File: src/rtl/text_stream_generator.sv
// Streams a text screen as vertical 8-pixel column bytes, band-major, through a 2-stage fetch pipe and output FIFO.
// Define TEXT_STREAM_SCROLL_EN to add the scroll_col input (horizontal fetch offset sampled at each frame start).
module text_stream_generator #(
  parameter int TEXT_WIDTH  = 16,
  parameter int TEXT_HEIGHT = 4,
  parameter int CHAR_HEIGHT = 16,
  parameter int FIFO_DEPTH  = 4,
  localparam int COLS  = TEXT_WIDTH * 8,
  localparam int BANDS = TEXT_HEIGHT * CHAR_HEIGHT / 8,
  localparam int TSZ   = $clog2(TEXT_WIDTH * TEXT_HEIGHT),
  localparam int RSZ   = $clog2(256 * CHAR_HEIGHT),
  localparam int TW    = (TSZ > 0) ? TSZ : 1,
  localparam int CW    = $clog2(COLS),
  localparam int BW    = (BANDS > 1) ? $clog2(BANDS) : 1
) (
  input  logic           clk,
  input  logic           reset_n,
  input  logic           start,
  input  logic           abort,
  input  logic           continuous,
`ifdef TEXT_STREAM_SCROLL_EN
  input  logic [CW-1:0]  scroll_col,
`endif
  output logic [TW-1:0]  text_rd_addr,
  input  logic [7:0]     text_rd_data,
  output logic [RSZ-1:0] rom_rd_addr,
  input  logic [7:0]     rom_rd_data,
  output logic           out_valid,
  input  logic           out_ready,
  output logic [7:0]     out_char,
  output logic [7:0]     out_pixels,
  output logic [CW-1:0]  out_col,
  output logic [BW-1:0]  out_band,
  output logic           out_eol,
  output logic           out_eof,
  output logic           busy
);

  localparam int BPR = CHAR_HEIGHT / 8;
  localparam int PW  = $clog2(FIFO_DEPTH);
  localparam int FW  = 8 + 8 + CW + BW + 2;

  typedef enum logic [1:0] {IDLE, RUN, DRAIN} state_t;
  state_t state, state_nx;

  logic [CW-1:0]  col_p0, fcol_p0, col_p1, col_p2;
  logic [BW-1:0]  band_p0, band_p1, band_p2;
  logic [1:0]     sub_p0, sub_p1;
  logic [2:0]     fcl_p1;
  logic           last_col_p0, last_beat_p0, issue_p0;
  logic           vld_p1, vld_p2;
  logic           eol_p1, eol_p2, eof_p1, eof_p2;
  logic [7:0]     char_p2;
  logic [FW-1:0]  fifo_mem [FIFO_DEPTH];
  logic [PW-1:0]  wr_ptr, rd_ptr;
  logic [PW:0]    fifo_cnt;
  logic [PW+1:0]  occ;
  logic           push, pop, head_eol, head_eof;

  // Stage p0: issue decision, position counters, text RAM address
  always_comb begin
    last_col_p0  = (col_p0 == CW'(COLS - 1));
    last_beat_p0 = last_col_p0 && (band_p0 == BW'(BANDS - 1));
    occ          = (PW+2)'(fifo_cnt) + (PW+2)'(vld_p1) + (PW+2)'(vld_p2);
    issue_p0     = (state == RUN) && !abort && (occ < (PW+2)'(FIFO_DEPTH));
    sub_p0       = 2'(int'(band_p0) % BPR);
    text_rd_addr = TW'(int'(fcol_p0) / 8 + (int'(band_p0) / BPR) * TEXT_WIDTH);
  end

`ifdef TEXT_STREAM_SCROLL_EN
  logic [CW-1:0] scroll_q, scroll_red;
  logic [CW:0]   fsum;
  logic          frame_start;

  // scroll_col may exceed COLS-1 when COLS is not a power of two; fold it once at sampling
  always_comb begin
    scroll_red  = (int'(scroll_col) >= COLS) ? CW'(int'(scroll_col) - COLS) : scroll_col;
    fsum        = {1'b0, col_p0} + {1'b0, scroll_q};
    fcol_p0     = (int'(fsum) >= COLS) ? CW'(int'(fsum) - COLS) : fsum[CW-1:0];
    frame_start = ((state == IDLE) && start && !abort) || (issue_p0 && last_beat_p0 && continuous);
  end

  always_ff @(posedge clk or negedge reset_n) begin
    if (!reset_n)         scroll_q <= '0;
    else if (frame_start) scroll_q <= scroll_red;
  end
`else
  assign fcol_p0 = col_p0;
`endif

  always_ff @(posedge clk or negedge reset_n) begin
    if (!reset_n) begin
      col_p0  <= '0;
      band_p0 <= '0;
    end else if (abort) begin
      col_p0  <= '0;
      band_p0 <= '0;
    end else if (issue_p0) begin
      if (last_col_p0) begin
        col_p0  <= '0;
        band_p0 <= (band_p0 == BW'(BANDS - 1)) ? '0 : band_p0 + BW'(1);
      end else begin
        col_p0  <= col_p0 + CW'(1);
      end
    end
  end

  always_ff @(posedge clk or negedge reset_n) begin
    if (!reset_n) state <= IDLE;
    else          state <= state_nx;
  end

  always_comb begin
    state_nx = state;
    unique case (state)
      IDLE:    if (start) state_nx = RUN;
      RUN:     if (issue_p0 && last_beat_p0) state_nx = continuous ? RUN : DRAIN;
      DRAIN:   if ((fifo_cnt == '0) && !vld_p1 && !vld_p2) state_nx = IDLE;
      default: state_nx = IDLE;
    endcase
    if (abort) state_nx = IDLE;
  end

  assign busy = (state != IDLE);

  always_ff @(posedge clk or negedge reset_n) begin
    if (!reset_n) begin
      vld_p1 <= 1'b0;
      vld_p2 <= 1'b0;
    end else if (abort) begin
      vld_p1 <= 1'b0;
      vld_p2 <= 1'b0;
    end else begin
      vld_p1 <= issue_p0;
      vld_p2 <= vld_p1;
    end
  end

  // Stage p1: character code returns, font ROM address formed
  always_ff @(posedge clk) begin
    col_p1  <= col_p0;
    band_p1 <= band_p0;
    eol_p1  <= last_col_p0;
    eof_p1  <= last_beat_p0;
    sub_p1  <= sub_p0;
    fcl_p1  <= fcol_p0[2:0];
  end

  assign rom_rd_addr = vld_p1 ? RSZ'(int'(text_rd_data) * CHAR_HEIGHT + int'(sub_p1) * 8 + int'(fcl_p1))
                              : '0;

  // Stage p2: pixel byte returns and the beat is written to the FIFO
  always_ff @(posedge clk) begin
    col_p2  <= col_p1;
    band_p2 <= band_p1;
    eol_p2  <= eol_p1;
    eof_p2  <= eof_p1;
    char_p2 <= text_rd_data;
  end

  assign push = vld_p2;
  assign pop  = out_valid && out_ready;

  always_ff @(posedge clk) begin
    if (push) fifo_mem[wr_ptr] <= {char_p2, rom_rd_data, col_p2, band_p2, eol_p2, eof_p2};
  end

  always_ff @(posedge clk or negedge reset_n) begin
    if (!reset_n) begin
      wr_ptr   <= '0;
      rd_ptr   <= '0;
      fifo_cnt <= '0;
    end else if (abort) begin
      wr_ptr   <= '0;
      rd_ptr   <= '0;
      fifo_cnt <= '0;
    end else begin
      if (push) wr_ptr <= wr_ptr + PW'(1);
      if (pop)  rd_ptr <= rd_ptr + PW'(1);
      fifo_cnt <= fifo_cnt + (PW+1)'(push) - (PW+1)'(pop);
    end
  end

  assign out_valid = (fifo_cnt != '0);
  assign {out_char, out_pixels, out_col, out_band, head_eol, head_eof} = fifo_mem[rd_ptr];
  // Frame flags are qualified so they read low whenever nothing is presented
  assign out_eol = out_valid && head_eol;
  assign out_eof = out_valid && head_eof;

endmodule

File: config.mk
export PLATFORM = sky130hd
export DESIGN_NAME = text_stream_generator
export DESIGN_NICKNAME = d
export VERILOG_FILES = /design/src/rtl/text_stream_generator.sv
export SDC_FILE = /design/constraint.sdc
export NUM_CORES = 1
export LEC_CHECK = 0
export ABC_AREA = 1
export CORE_MARGIN = 10
export CORE_UTILIZATION = 32
export DETAILED_ROUTE_END_ITERATION = 10
export PLACE_DENSITY_LB_ADDON = 0.05
export SLEW_MARGIN = 20
export SYNTH_ARGS = -nofsm -noshare
export SYNTH_HDL_FRONTEND = slang
export SYNTH_SLANG_ARGS = --single-unit
File: constraint.sdc
create_clock -name clk -period 3.4 [get_ports clk]
set_input_delay 0.34 -clock clk [delete_from_list [all_inputs] [get_ports clk]]
set_output_delay 0.34 -clock clk [all_outputs]
set_load 0.05 [all_outputs]
# == After elaboration in Yosys (flattened, before gate mapping) ==
# Memory sizes are Yosys's and may differ from the RTL's.
# Cells that the tools add are included.
# word_totals
ff_bits,57
ramBits,112
memories,1
# classes
add_sub_neg,11
n_lt_le_gt_ge,1
eq_ne,7
muxes,23
reduce_logical,22
# mem_list
memory,words,width,read_ports,rd_ports_with_merged_regs,write_ports,line_no,rtl
fifo_mem,4,28,1,0,1,54,logic [FW-1:0] fifo_mem [FIFO_DEPTH];
# op_table
operator,count
two-way mux 7 bit,3
two-way mux 2 bit,9
two-way mux 3 bit,5
adder 12 x 3 -> 12 bit,1
adder 12 x 4 -> 12 bit,1
two-way mux 12 bit,1
nonzero test 2 bit,5
logical AND 1 bit,9
"adder 7 x 1 -> 7 bit, second input constant",1
"equality test 7 bit, second input constant",1
adder 4 x 6 -> 6 bit,1
"inequality test 3 bit, second input constant",2
case mux 2 bit (3 select lines),1
"adder 2 x 1 -> 2 bit, second input constant",2
adder 3 x 1 -> 4 bit,1
adder 4 x 1 -> 4 bit,1
"< comparator 4 x 3 -> 1 bit, second input constant",1
two-way mux 1 bit,4
adder 3 x 1 -> 3 bit,1
"adder 3 x 1 -> 3 bit, second input constant",1
"equality test 3 bit, second input constant",1
logical NOT 1 bit,3
logical NOT 3 bit,1
"inequality test 3 x 2 -> 1 bit, second input constant",1
other kinds (7),7

# == Depth between registers and ports, before layout ==
# logic_depth
ltp_word,8
depth_mapped,10
mapped_depth_nobuf,10

# == Worst setup path after synthesis ==
# OpenSTA, ideal clock, no wires.
# synth_path
kind,register to output
start,register rd_ptr[0]
end,output port out_char[3]
t_arrival_ps,1712
required_time_ps,3060
setup_slack_ps,1348
stages_incl_launch_ff,7
cell_sequence,dfrtp_1 > buf_2 > inv_1 > buf_2 > buf_2 > o21ai_0 > o22ai_1
# synth_via
elab_chain_cells,1
# synth_lines
item,line_no,rtl
from (decl),55,"logic [PW-1:0] wr_ptr, rd_ptr;"
from (signal assigned),179,if (pop) rd_ptr <= rd_ptr + PW'(1);
memory (4 x 28 bit),--,
to (decl),30,"output logic [7:0] out_char,"
# Every way passes these cells.

# == Final worst setup path ==
# layout_path
start,register rd_ptr[0]
end,output port out_col[4]
# layout_via
elab_chain_cells,1
# layout_lines
item,line_no,rtl
memory (4 x 28 bit),--,
to (decl),32,"output logic [CW-1:0] out_col,"
# Every way passes these cells.

==> out/qor.csv <==
stage,metric,value,unit
global_routing,global_route.usage.total,0.109,
clock_tree,clock_sinks,165,
synthesis,yosys-mux-area-fraction,0,
global_routing,grt_overflow_total,0,
run_status,run_status,"complete, no violations",
clock_tree,cts_resized,0,
synthesis,synthCells,493,
floorplan,fp-row-count,50,
synthesis,post_synthesis_mean_instance_area,12.6,sq um
routing,drt-wirelength-per-cell,16.0,um
routing,drt-initial-drc-count,185,
critical_path,critPathMaxFanout,30,
routing,first_pass_iters,6,
layout,antennaDiodeCount,0,
critical_path,cp.arrival,2270,ps
routing,post_drt_via_cell_ratio,4.42,
routing,drcViolationCount,0,
sta,maxClockFrequency,0.383,GHz
sta,grt_setup_unrepaired,no,
sta,timing_max_transition_violations_final,0,
floorplan,num_io_pins,70,
global_routing,grt_start_max_net_pins,60,
synthesis,summed_instance_area_of_the_synthesized_netlist,6190,sq um
layout,stdcell_count,837,
synthesis,synthAdderAreaFrac,0.0255,
synthesis,yosys.area.top_type,sky130_fd_sc_hd__edfxtp_1,
global_routing,grt_first_pass_wirelength,21700,um
sta,maxSlewHeadroom,0.431,
synthesis,postSynthNetCount,527,
sta,setup_viol,0,
synthesis,synth_simple_gate_area_share,0.101,
place,post-place-cells,804,
power_and_ir_drop,power.leakage,0.00300,uW
synthesis,synth_seq_area_share,0.732,
synthesis,compound_gate_fraction_of_synth_area,0.0855,
clock_tree,clk_pin_slew,60,ps
critical_path,worst-endpoint-required,3060,ps
sta,finalCriticalPeriod,2610,ps
synthesis,synth_xor_xnor_area_share,0.00708,
clock_tree,clock_tree.buffer_depth,2,
global_routing,vias_in_the_first_global_route,3763,
routing,vias,3702,
power_and_ir_drop,vdd.ir_drop.worst,0.000358,V
critical_path,end_kind,output pin,
floorplan,die_w,159,um
synthesis,synth_top_family_by_area,simple AND/OR/NAND/NOR gates,
routing,total_routed_length,13400,um
floorplan,die_outline_area,25300,sq um
routing,final_antenna_net_count,0,
floorplan,floorplan.core_area,18900,sq um
clock_tree,cts_max_level,4,
place,port_buffers,69,
critical_path,critPathLaunchType,flip-flop,
power_and_ir_drop,power.density,761,nW/um^2
clock_tree,tritoncts,yes,
critical_path,critical_path_type,reg -> out,
clock_tree,cts.root.buffer_cell,sky130_fd_sc_hd__clkbuf_16,
layout,share_of_cells_above_drive_strength_1,0.135,
flow_run,cap_viol_max_count,0,
clock_tree,worst_skew_pair.late_latency,420,ps
sta,timing.setup.tns,0,ps
global_routing,grt_antenna_before_repair,0,
place,dp_hpwl,8580,um
layout,final_net_count,598,
layout,area.growth.synth_to_final,23.9,%
sta,worst-slew-pin-transition,852,ps
floorplan,floorplan.initialDensity,0.327,
synthesis,synth_largest_type_area_fraction,0.544,
sta,clock-skew-final,6.28,ps
sta,finalHoldViolations,0,
synthesis,synthTopCellsByArea,"sky130_fd_sc_hd__edfxtp_1, sky130_fd_sc_hd__dfxtp_1, sky130_fd_sc_hd__dfrtp_1",
synthesis,synth.ff_latch_count,165,
sta,final_period_util,0.768,
min_path,timing.hold.worst.class,reg -> reg,
synthesis,yosys_warnings,0,
clock_tree,cts-buffers-inserted,17,
place,finalWeightedCongestion,0.711,
floorplan,die_height,159,um
synthesis,synth_cell_types,33,
-- placed cells by master, fill, tap and decap left out, drive strengths merged --
cell type	count
edfxtp	112
nor2	72
o21ai	61
nand2	55
clkdlybuf4s50	40
inv	39
buf	39
dfxtp	32
o22ai	26
clkbuf	22
dfrtp	21
ha	11
nand3	9
a21oi	6
clkinv	6
nand4	4
nor3	4
xor2	3
clkinvlp	3
xnor2	2
nand3b	2
bufinv	2
o21bai	1
a21boi	1
a31o	1
a211oi	1
fa	1
dlygate4sd3	1
-- metrics by stage --
stage | total power (uW) | util | setup WS [ps] | hold slack [ps] | area, sq um
floorplan | 3500 | - | 1350 | 44.4 | 6190
global placement | 4080 | 0.376 | 1090 | 312 | 7100
detailed placement | 4090 | 0.376 | 1030 | 312 | 7100
CTS | 5920 | 0.405 | 727 | 318 | 7660
global route | 6130 | 0.406 | 556 | 321 | 7660
finish | 5830 | 0.406 | 789 | 320 | 7660
-- sequential cells by signal, summed over array words and instances, names as in the netlist --
signal / cells
band_p0: 3
band_p1: 3
band_p2: 3
char_p2: 8
col_p0: 7
col_p1: 5
col_p2: 7
eof_p1: 1
eof_p2: 1
eol_p1: 1
eol_p2: 1
fcl_p1: 2
fifo_cnt: 3
fifo_mem: 112
push: 1
rd_ptr: 2
state: 2
vld_p1: 1
wr_ptr: 2
-- critical path, cell delays in order (launching register included) --
cell                       delay (ps)
sky130_fd_sc_hd__dfrtp_2          360
sky130_fd_sc_hd__clkinv_1         580
sky130_fd_sc_hd__buf_12           420
sky130_fd_sc_hd__o21ai_0          190
sky130_fd_sc_hd__o22ai_1           90
sky130_fd_sc_hd__buf_4            190
-- per-layer routing --
metal	up-vias	share of wire	GRT usage
met4	0	0.012	0.0417
li1	1847	-	-
met2	61	0.47	0.170
met5	-	0	0
met3	10	0.034	0.0279
met1	1784	0.48	0.141
-- cells by family after synthesis --
kind of cell	after synthesis
compound gates	97
xor+xnor	5
fa+ha+maj	12
buf+inv	68
flops	165
simple gates	146
-- path summary, 6_finish.rpt --
path / slack [ps] / from / to / cells after the start
hold reg to reg: 320 / col_p1[4] / col_p2[4] / 0
hold / removal: 320 / col_p1[4] / col_p2[4] / 0
min in group asynchronous: 430 / reset_n / col_p0[1] / 2
setup / recovery: 790 / rd_ptr[0] / out_col[4] / 5
max in group asynchronous: 2580 / reset_n / rd_ptr[0] / 2
setup reg to reg: 1200 / fifo_cnt[1] / fifo_cnt[2] / 9
-- report_power, final --
group | internal, uW | leakage, uW | total [uW] | switching, uW
logic | 494 | 0.00116 | 1630 | 1140
clock network | 1090 | 0.000270 | 1820 | 725
registers | 2280 | 0.00156 | 2380 | 106
total | 3860 | 0.00300 | 5830 | 1970
-- cell usage after synthesis (all sizes together) --
| master | count |
|---|---|
| edfxtp | 112 |
| nor2 | 72 |
| o21ai | 61 |
| nand2 | 55 |
| inv | 40 |
| dfxtp | 32 |
| o22ai | 26 |
| dfrtp | 21 |
| buf | 16 |
| clkbuf | 12 |
| ha | 11 |
| nand3 | 9 |
| a21oi | 6 |
| nand4 | 4 |
| nor3 | 4 |
| xor2 | 3 |
| nand3b | 2 |
| xnor2 | 2 |
| a211oi | 1 |
| a21boi | 1 |
| a31o | 1 |
| fa | 1 |
| o21bai | 1 |
-- area by class of cell --
| cell class | count | area (sq um) |
|---|---|---|
| fill | 1829 | 11200 |
| timing repair buffer | 80 | 738 |
| clock buffer | 22 | 454 |
| multi-input combinational | 260 | 1360 |
| sequential | 165 | 4530 |
| inverter | 40 | 150 |
| clock inverter | 10 | 108 |
| tap | 260 | 325 |
-- repair_timing --
item,4_1_cts,5_1_grt
setup buffers,0,0
hold endpoints to repair,0,21
hold buffers,0,1
Power figures use the tool's default switching activity.
